## src/rtl/ysyx_24090012_rd_arbiter_pkg.sv

```systemverilog
// Shared definitions for the IFU/LSU AXI4 read-channel arbiter.
// Covers the arbiter state encoding, owner encodings, AXI burst/resp codes,
// and a small helper used to detect the closing beat of a read burst.
// Optional feature macro: YSYX_ARB_RR_EN (round-robin tie breaking).
// The macro is consumed by the top-level file and is left undefined here.
package ysyx_24090012_rd_arbiter_pkg;

  typedef enum logic [1:0] {
    ARB_IDLE  = 2'd0,
    ARB_AR    = 2'd1,
    ARB_R     = 2'd2,
    ARB_DRAIN = 2'd3
  } arb_state_e;

  typedef enum logic [1:0] {
    AXI_BURST_FIXED = 2'b00,
    AXI_BURST_INCR  = 2'b01,
    AXI_BURST_WRAP  = 2'b10
  } axi_burst_e;

  typedef enum logic [1:0] {
    AXI_RESP_OKAY   = 2'b00,
    AXI_RESP_EXOKAY = 2'b01,
    AXI_RESP_SLVERR = 2'b10,
    AXI_RESP_DECERR = 2'b11
  } axi_resp_e;

  // Requester indices: IFU is requester 0, LSU is requester 1.
  localparam logic OWNER_IFU = 1'b0;
  localparam logic OWNER_LSU = 1'b1;

  // True on the cycle the final beat of a burst is handed over.
  function automatic logic r_last_beat(input logic valid, input logic ready,
                                       input logic last);
    return valid & ready & last;
  endfunction

endpackage

```

## src/rtl/ysyx_24090012_arb_pick.sv

```systemverilog
// Combinational 2-way grant picker for the read arbiter.
// A lone request always wins. When both requesters ask at once the one
// that was not granted last wins; tying rr_last low turns this into a
// fixed priority in favour of the LSU.
module ysyx_24090012_arb_pick
  import ysyx_24090012_rd_arbiter_pkg::*;
(
  input  logic [1:0] req,
  input  logic       rr_last,
  output logic       grant_valid,
  output logic       grant
);

  // Pick the winner from the live request vector and the last grant.
  always_comb begin
    grant_valid = |req;
    grant       = OWNER_IFU;
    if (req == 2'b11) begin
      grant = ~rr_last;
    end else if (req[1]) begin
      grant = OWNER_LSU;
    end
  end

endmodule

```

## src/rtl/ysyx_24090012_rd_arbiter.sv

```systemverilog
// Two-requester AXI4 read-channel arbiter (IFU = requester 0, LSU = 1).
// Grants one requester at a time, forwards its AR beat, routes R beats back
// until rlast, then returns to IDLE for re-arbitration. An IFU flush either
// drops a not-yet-accepted AR or drains the rest of an abandoned burst so the
// shared master port never stalls.
// Optional feature macro: YSYX_ARB_RR_EN. When defined, ties are broken
// round-robin using a registered last-grant bit; when undefined the LSU
// always wins ties and no last-grant state exists.
module ysyx_24090012_rd_arbiter
  import ysyx_24090012_rd_arbiter_pkg::*;
#(
  parameter int AW  = 32,
  parameter int DW  = 32,
  parameter int IDW = 4
) (
  input  logic           clock,
  input  logic           reset,

  input  logic           s0_arvalid,
  output logic           s0_arready,
  input  logic [AW-1:0]  s0_araddr,
  input  logic [IDW-1:0] s0_arid,
  input  logic [7:0]     s0_arlen,
  input  logic [2:0]     s0_arsize,
  input  logic [1:0]     s0_arburst,
  output logic           s0_rvalid,
  input  logic           s0_rready,
  output logic [DW-1:0]  s0_rdata,
  output logic [IDW-1:0] s0_rid,
  output logic [1:0]     s0_rresp,
  output logic           s0_rlast,
  input  logic           s0_flush,

  input  logic           s1_arvalid,
  output logic           s1_arready,
  input  logic [AW-1:0]  s1_araddr,
  input  logic [IDW-1:0] s1_arid,
  input  logic [7:0]     s1_arlen,
  input  logic [2:0]     s1_arsize,
  input  logic [1:0]     s1_arburst,
  output logic           s1_rvalid,
  input  logic           s1_rready,
  output logic [DW-1:0]  s1_rdata,
  output logic [IDW-1:0] s1_rid,
  output logic [1:0]     s1_rresp,
  output logic           s1_rlast,

  output logic           m_arvalid,
  input  logic           m_arready,
  output logic [AW-1:0]  m_araddr,
  output logic [IDW-1:0] m_arid,
  output logic [7:0]     m_arlen,
  output logic [2:0]     m_arsize,
  output logic [1:0]     m_arburst,

  input  logic           m_rvalid,
  output logic           m_rready,
  input  logic [DW-1:0]  m_rdata,
  input  logic [IDW-1:0] m_rid,
  input  logic [1:0]     m_rresp,
  input  logic           m_rlast,

  output logic           busy
);

  arb_state_e state_q;
  arb_state_e state_d;
  logic       owner_q;
  logic       owner_d;
  logic       pick_valid;
  logic       pick_grant;
  logic       rr_sel;
  logic       own_arvalid;
  logic       own_rready;
  logic       flush_hit;

  // The owner's handshake inputs; the other requester is invisible until re-arbitration.
  assign own_arvalid = (owner_q == OWNER_LSU) ? s1_arvalid : s0_arvalid;
  assign own_rready  = (owner_q == OWNER_LSU) ? s1_rready  : s0_rready;

  // Flush only matters while the IFU owns the port.
  assign flush_hit   = (owner_q == OWNER_IFU) && s0_flush;

  // AR fields follow the owner; requesters hold them stable while arvalid is high.
  assign m_araddr  = (owner_q == OWNER_LSU) ? s1_araddr  : s0_araddr;
  assign m_arid    = (owner_q == OWNER_LSU) ? s1_arid    : s0_arid;
  assign m_arlen   = (owner_q == OWNER_LSU) ? s1_arlen   : s0_arlen;
  assign m_arsize  = (owner_q == OWNER_LSU) ? s1_arsize  : s0_arsize;
  assign m_arburst = (owner_q == OWNER_LSU) ? s1_arburst : s0_arburst;

  // R payload is broadcast; only rvalid is steered to the owner.
  assign s0_rdata = m_rdata;
  assign s0_rid   = m_rid;
  assign s0_rresp = m_rresp;
  assign s0_rlast = m_rlast;
  assign s1_rdata = m_rdata;
  assign s1_rid   = m_rid;
  assign s1_rresp = m_rresp;
  assign s1_rlast = m_rlast;

  assign busy = (state_q != ARB_IDLE);

  ysyx_24090012_arb_pick u_pick (
    .req         ({s1_arvalid, s0_arvalid}),
    .rr_last     (rr_sel),
    .grant_valid (pick_valid),
    .grant       (pick_grant)
  );

`ifdef YSYX_ARB_RR_EN
  logic rr_last_q;
  logic txn_done;

  // A transaction ends on the owner's last beat or when a drain finishes;
  // a drained IFU burst still counts as the IFU's turn so the LSU cannot be starved by refetches.
  assign txn_done = ((state_q == ARB_R) && r_last_beat(m_rvalid, own_rready, m_rlast)) ||
                    ((state_q == ARB_DRAIN) && r_last_beat(m_rvalid, 1'b1, m_rlast));

  // Remember who was served last; reset favours the IFU on the first tie.
  always_ff @(posedge clock) begin
    if (!reset) begin
      rr_last_q <= OWNER_LSU;
    end else if (txn_done) begin
      rr_last_q <= owner_q;
    end
  end

  assign rr_sel = rr_last_q;
`else
  // Pretending the IFU always went last makes every tie go to the LSU.
  assign rr_sel = OWNER_IFU;
`endif

  // State and owner registers with synchronous active-low reset.
  always_ff @(posedge clock) begin
    if (!reset) begin
      state_q <= ARB_IDLE;
      owner_q <= OWNER_IFU;
    end else begin
      state_q <= state_d;
      owner_q <= owner_d;
    end
  end

  // Next-state logic and owner-steered handshake outputs.
  always_comb begin
    state_d    = state_q;
    owner_d    = owner_q;
    m_arvalid  = 1'b0;
    m_rready   = 1'b0;
    s0_arready = 1'b0;
    s1_arready = 1'b0;
    s0_rvalid  = 1'b0;
    s1_rvalid  = 1'b0;

    unique case (state_q)
      ARB_IDLE: begin
        if (pick_valid) begin
          owner_d = pick_grant;
          state_d = ARB_AR;
        end
      end

      ARB_AR: begin
        m_arvalid  = own_arvalid;
        s0_arready = (owner_q == OWNER_IFU) && m_arready;
        s1_arready = (owner_q == OWNER_LSU) && m_arready;
        if (own_arvalid && m_arready) begin
          state_d = flush_hit ? ARB_DRAIN : ARB_R;
        end else if (flush_hit) begin
          state_d = ARB_IDLE;
        end
      end

      ARB_R: begin
        m_rready  = own_rready;
        s0_rvalid = (owner_q == OWNER_IFU) && m_rvalid;
        s1_rvalid = (owner_q == OWNER_LSU) && m_rvalid;
        if (r_last_beat(m_rvalid, own_rready, m_rlast)) begin
          state_d = ARB_IDLE;
        end else if (flush_hit) begin
          state_d = ARB_DRAIN;
        end
      end

      ARB_DRAIN: begin
        m_rready = 1'b1;
        if (r_last_beat(m_rvalid, 1'b1, m_rlast)) begin
          state_d = ARB_IDLE;
        end
      end

      default: begin
        state_d = ARB_IDLE;
      end
    endcase
  end

endmodule

```

## config.mk

```make
export PLATFORM = sky130hd
export DESIGN_NAME = ysyx_24090012_rd_arbiter
export DESIGN_NICKNAME = d
export VERILOG_FILES = /design/src/rtl/ysyx_24090012_rd_arbiter_pkg.sv /design/src/rtl/ysyx_24090012_arb_pick.sv /design/src/rtl/ysyx_24090012_rd_arbiter.sv
export SDC_FILE = /design/constraint.sdc
export NUM_CORES = 1
export LEC_CHECK = 0
export ABC_AREA = 1
export BUFFER_PORTS_ARGS = -buffer_cell sky130_fd_sc_hd__buf_2
export CAP_MARGIN = 20
export CORE_AREA = 3 3 107 109
export DETAILED_ROUTE_END_ITERATION = 10
export DIE_AREA = 0 0 110 112
export PLACE_DENSITY = 0.55
export SETUP_SLACK_MARGIN = 0.5
export SYNTH_ARGS = -nofsm -noshare
export SYNTH_HDL_FRONTEND = slang
export SYNTH_SLANG_ARGS = --single-unit
```

## constraint.sdc

```tcl
create_clock -name clock -period 1.8 [get_ports clock]
set_clock_uncertainty 0.05 [all_clocks]
set_input_delay 0 -clock clock [delete_from_list [all_inputs] [get_ports clock]]
set_output_delay 0 -clock clock [all_outputs]
set_load 0.005 [all_outputs]
```

==> reports/metrics.csv <==
stage,metric,value,unit
outcome,outcome,completed,
layout,num_antenna_cells,0,
clock_network,cts_buffers,3,
timing,tns,0,ns
global_routing,grt_pass1_vias,1804,
die,rows,38,
timing,min_period_over_period,68.0,%
clock_network,htree_levels,1,
die,start_util,13.9,%
yosys,synth_area_per_cell,5.07,µm²
layout,final_layout_size_suffix_gt1_share,45.6,%
power_and_ir_drop,ir_drop,0.000245,V
die,core_area,10700,µm²
yosys,ys_warn_count,0,
clock_network,clockBufferDepth,2,
global_routing,antenna_found_initial,2,
route,vias,2019,
place,dp.cells,514,
timing,fin_crit,1.22,ns
route,via_per_inst,3.60,
global_routing,grt_pass1_wl,8070,µm
clock_network,cts_sinks,3,
clock_network,insertion_delay,0.21,ns
place,portBuffers,165,
die,die_w,110,µm
timing,drv_slew,0,
place,place_hpwl,4420,µm
timing,fin_ws,0.575,ns
global_routing,grt_max_degree,33,
yosys,ys_types,16,
route,wl,5720,µm
route,drc,0,
layout,regArea,65.1,µm²
global_routing,track_usage,8.09,%
layout,final_nets,568,
layout,multiInputGateArea,792,µm²
yosys,synth-seq-cells,3,
place,dpl_worst_slack,0.435,ns
yosys,synth_area,1490,µm²
layout,area_growth,62.2,%
yosys,synth_fp_nets,440,
timing,setup_viol_count_final,0,
timing,max_slew_margin,84.7,%
power_and_ir_drop,power.total,1710,µW
timing,tightest_slew,0.229,ns
yosys,synthCells,294,
worst_setup_path,critical_path_required,1.86,ns
route,firstDrtPassIters,3,
flow_run,maxCapViolations,0,
timing,grt_setup_unrepaired,yes,
layout,stdcell_count,561,
worst_setup_path,path_max_fanout,5,
worst_setup_path,arrival,1.28,ns
die,die_area,12300,µm²
timing,max_freq,0.817,GHz
layout,nFillCells,1222,
worst_setup_path,cp-start-kind,flip-flop,
clock_network,cts_tree,done,
power_and_ir_drop,cellPowerDensity,707,nW/µm²
global_routing,overflow,0,
timing,finalHoldViolations,0,
power_and_ir_drop,leakagePower,0.00150,µW
yosys,synth-seq-area-share,4.03,%
route,wire_per_inst,10.2,µm
die,io_pins,280,
worst_setup_path,crit_path_end_kind,flip-flop,
clock_network,path_clk_slew,0.03,ns
worst_setup_path,path_class,flip-flop to flip-flop,
place,place_congestion,0.684,
clock_network,clockRootBuffer,clkbuf_8,
hold_path,hp-class,input pin to flip-flop,
route,drt_iter0_drc,36,
layout,finish.utilization,22.6,%
die,fp.dieH,112,µm
route,drt.antenna.violating_nets,0,
per-stage QoR:
step | cell area [µm²] | hold slack, ns
floorplan | 1490 | 0.0308
global placement | 1890 | -0.0499
detailed placement | 1890 | -0.0499
CTS | 2360 | 0.0955
global route | 2420 | 0.105
finish | 2420 | 0.0993
synth_stat cells:
cell | number | area (µm²)
nor3_1 | 4 | 20.0
o21a_1 | 1 | 7.51
buf_6 | 1 | 11.3
nor2_1 | 8 | 30.0
inv_2 | 2 | 7.51
nand2_1 | 164 | 616
buf_4 | 78 | 586
nand2_2 | 2 | 12.5
nor2_4 | 1 | 11.3
a31oi_1 | 1 | 6.26
nand3_1 | 5 | 25.0
a21oi_1 | 5 | 25.0
inv_1 | 8 | 30.0
clkbuf_1 | 10 | 37.5
nor2_2 | 1 | 6.26
dfxtp_1 | 3 | 60.1
metal layers:
layer | global-route usage [%] | wire length [µm] | vias up
li1 | - | - | 1056
met1 | 7.61 | 1780 | 815
met2 | 16.7 | 3160 | 138
met3 | 2.67 | 752 | 6
met4 | 0.914 | 4 | 4
met5 | 0 | 23 | -
cells in the final DEF, fill, tap and decap left out, types with 2 or more instances in the layout:
cell type and instances:
a21oi_1 5, buf_2 165, buf_4 4, buf_6 2
buf_8 2, clkbuf_8 3, dlygate4sd3_1 39, inv_1 8
nand2_1 158, nand2_2 6, nand2_4 2, nand3_1 5
nor2_1 7, nor2_2 2, nor3_1 3
what timing repair did:
action                                  in CTS  in global routing
buffers inserted                             3                  1
endpoints found under the hold margin       77                  0
hold buffers                                39                  0
endpoints found under the setup margin      51                 48
pin swaps                                    0                  5
gates cloned                                 0                  0
resized for setup                            4                 16
state kept, by name, indices dropped and copies added, names as in the netlist:
register  count
state_q       2
owner_q       1
cells by family (layout without fill, tap and decap cells):
group / Yosys count / count (layout) / synth area share, %
buffers and inverters: 99 / 226 / 45.1
AOI/OAI and AO/OA: 7 / 7 / 2.60
and+or+nand+nor: 185 / 185 / 48.3
DFF: 3 / 3 / 4.03
power breakdown:
part / internal [µW] / switching, µW / total [µW]
registers: 99.7 / 42.2 / 142
logic: 634 / 741 / 1370
clock network: 151 / 42.9 / 194
cell type report:
class	count	area share [%]
clock buffer	4	1.86
inverter	10	1.76
multi-input combinational	192	32.7
sequential	3	2.69
tap	140	7.24
timing repair buffer	212	53.7
worst paths after layout:
path | start | endpoint | slack [ns] | cells past startpoint
worst max-delay path | owner_q | state_q[0] | 0.58 | 9
worst min-delay path | s0_arvalid | owner_q | 0.1 | 3
worst max register to register | owner_q | state_q[0] | 0.58 | 9
worst min register to register | state_q[0] | state_q[0] | 0.46 | 2
worst max-delay path, cell delays in order (launching register included):
cell     delay, ns
dfxtp_4       0.37
buf_4         0.16
nand2_1       0.07
nand3_1       0.07
nand2_1       0.07
nand2_1       0.06
nor2_2        0.11
nand2_1       0.07
nand2_1       0.06
nor2_1        0.03
Power figures use the tool's default switching activity.
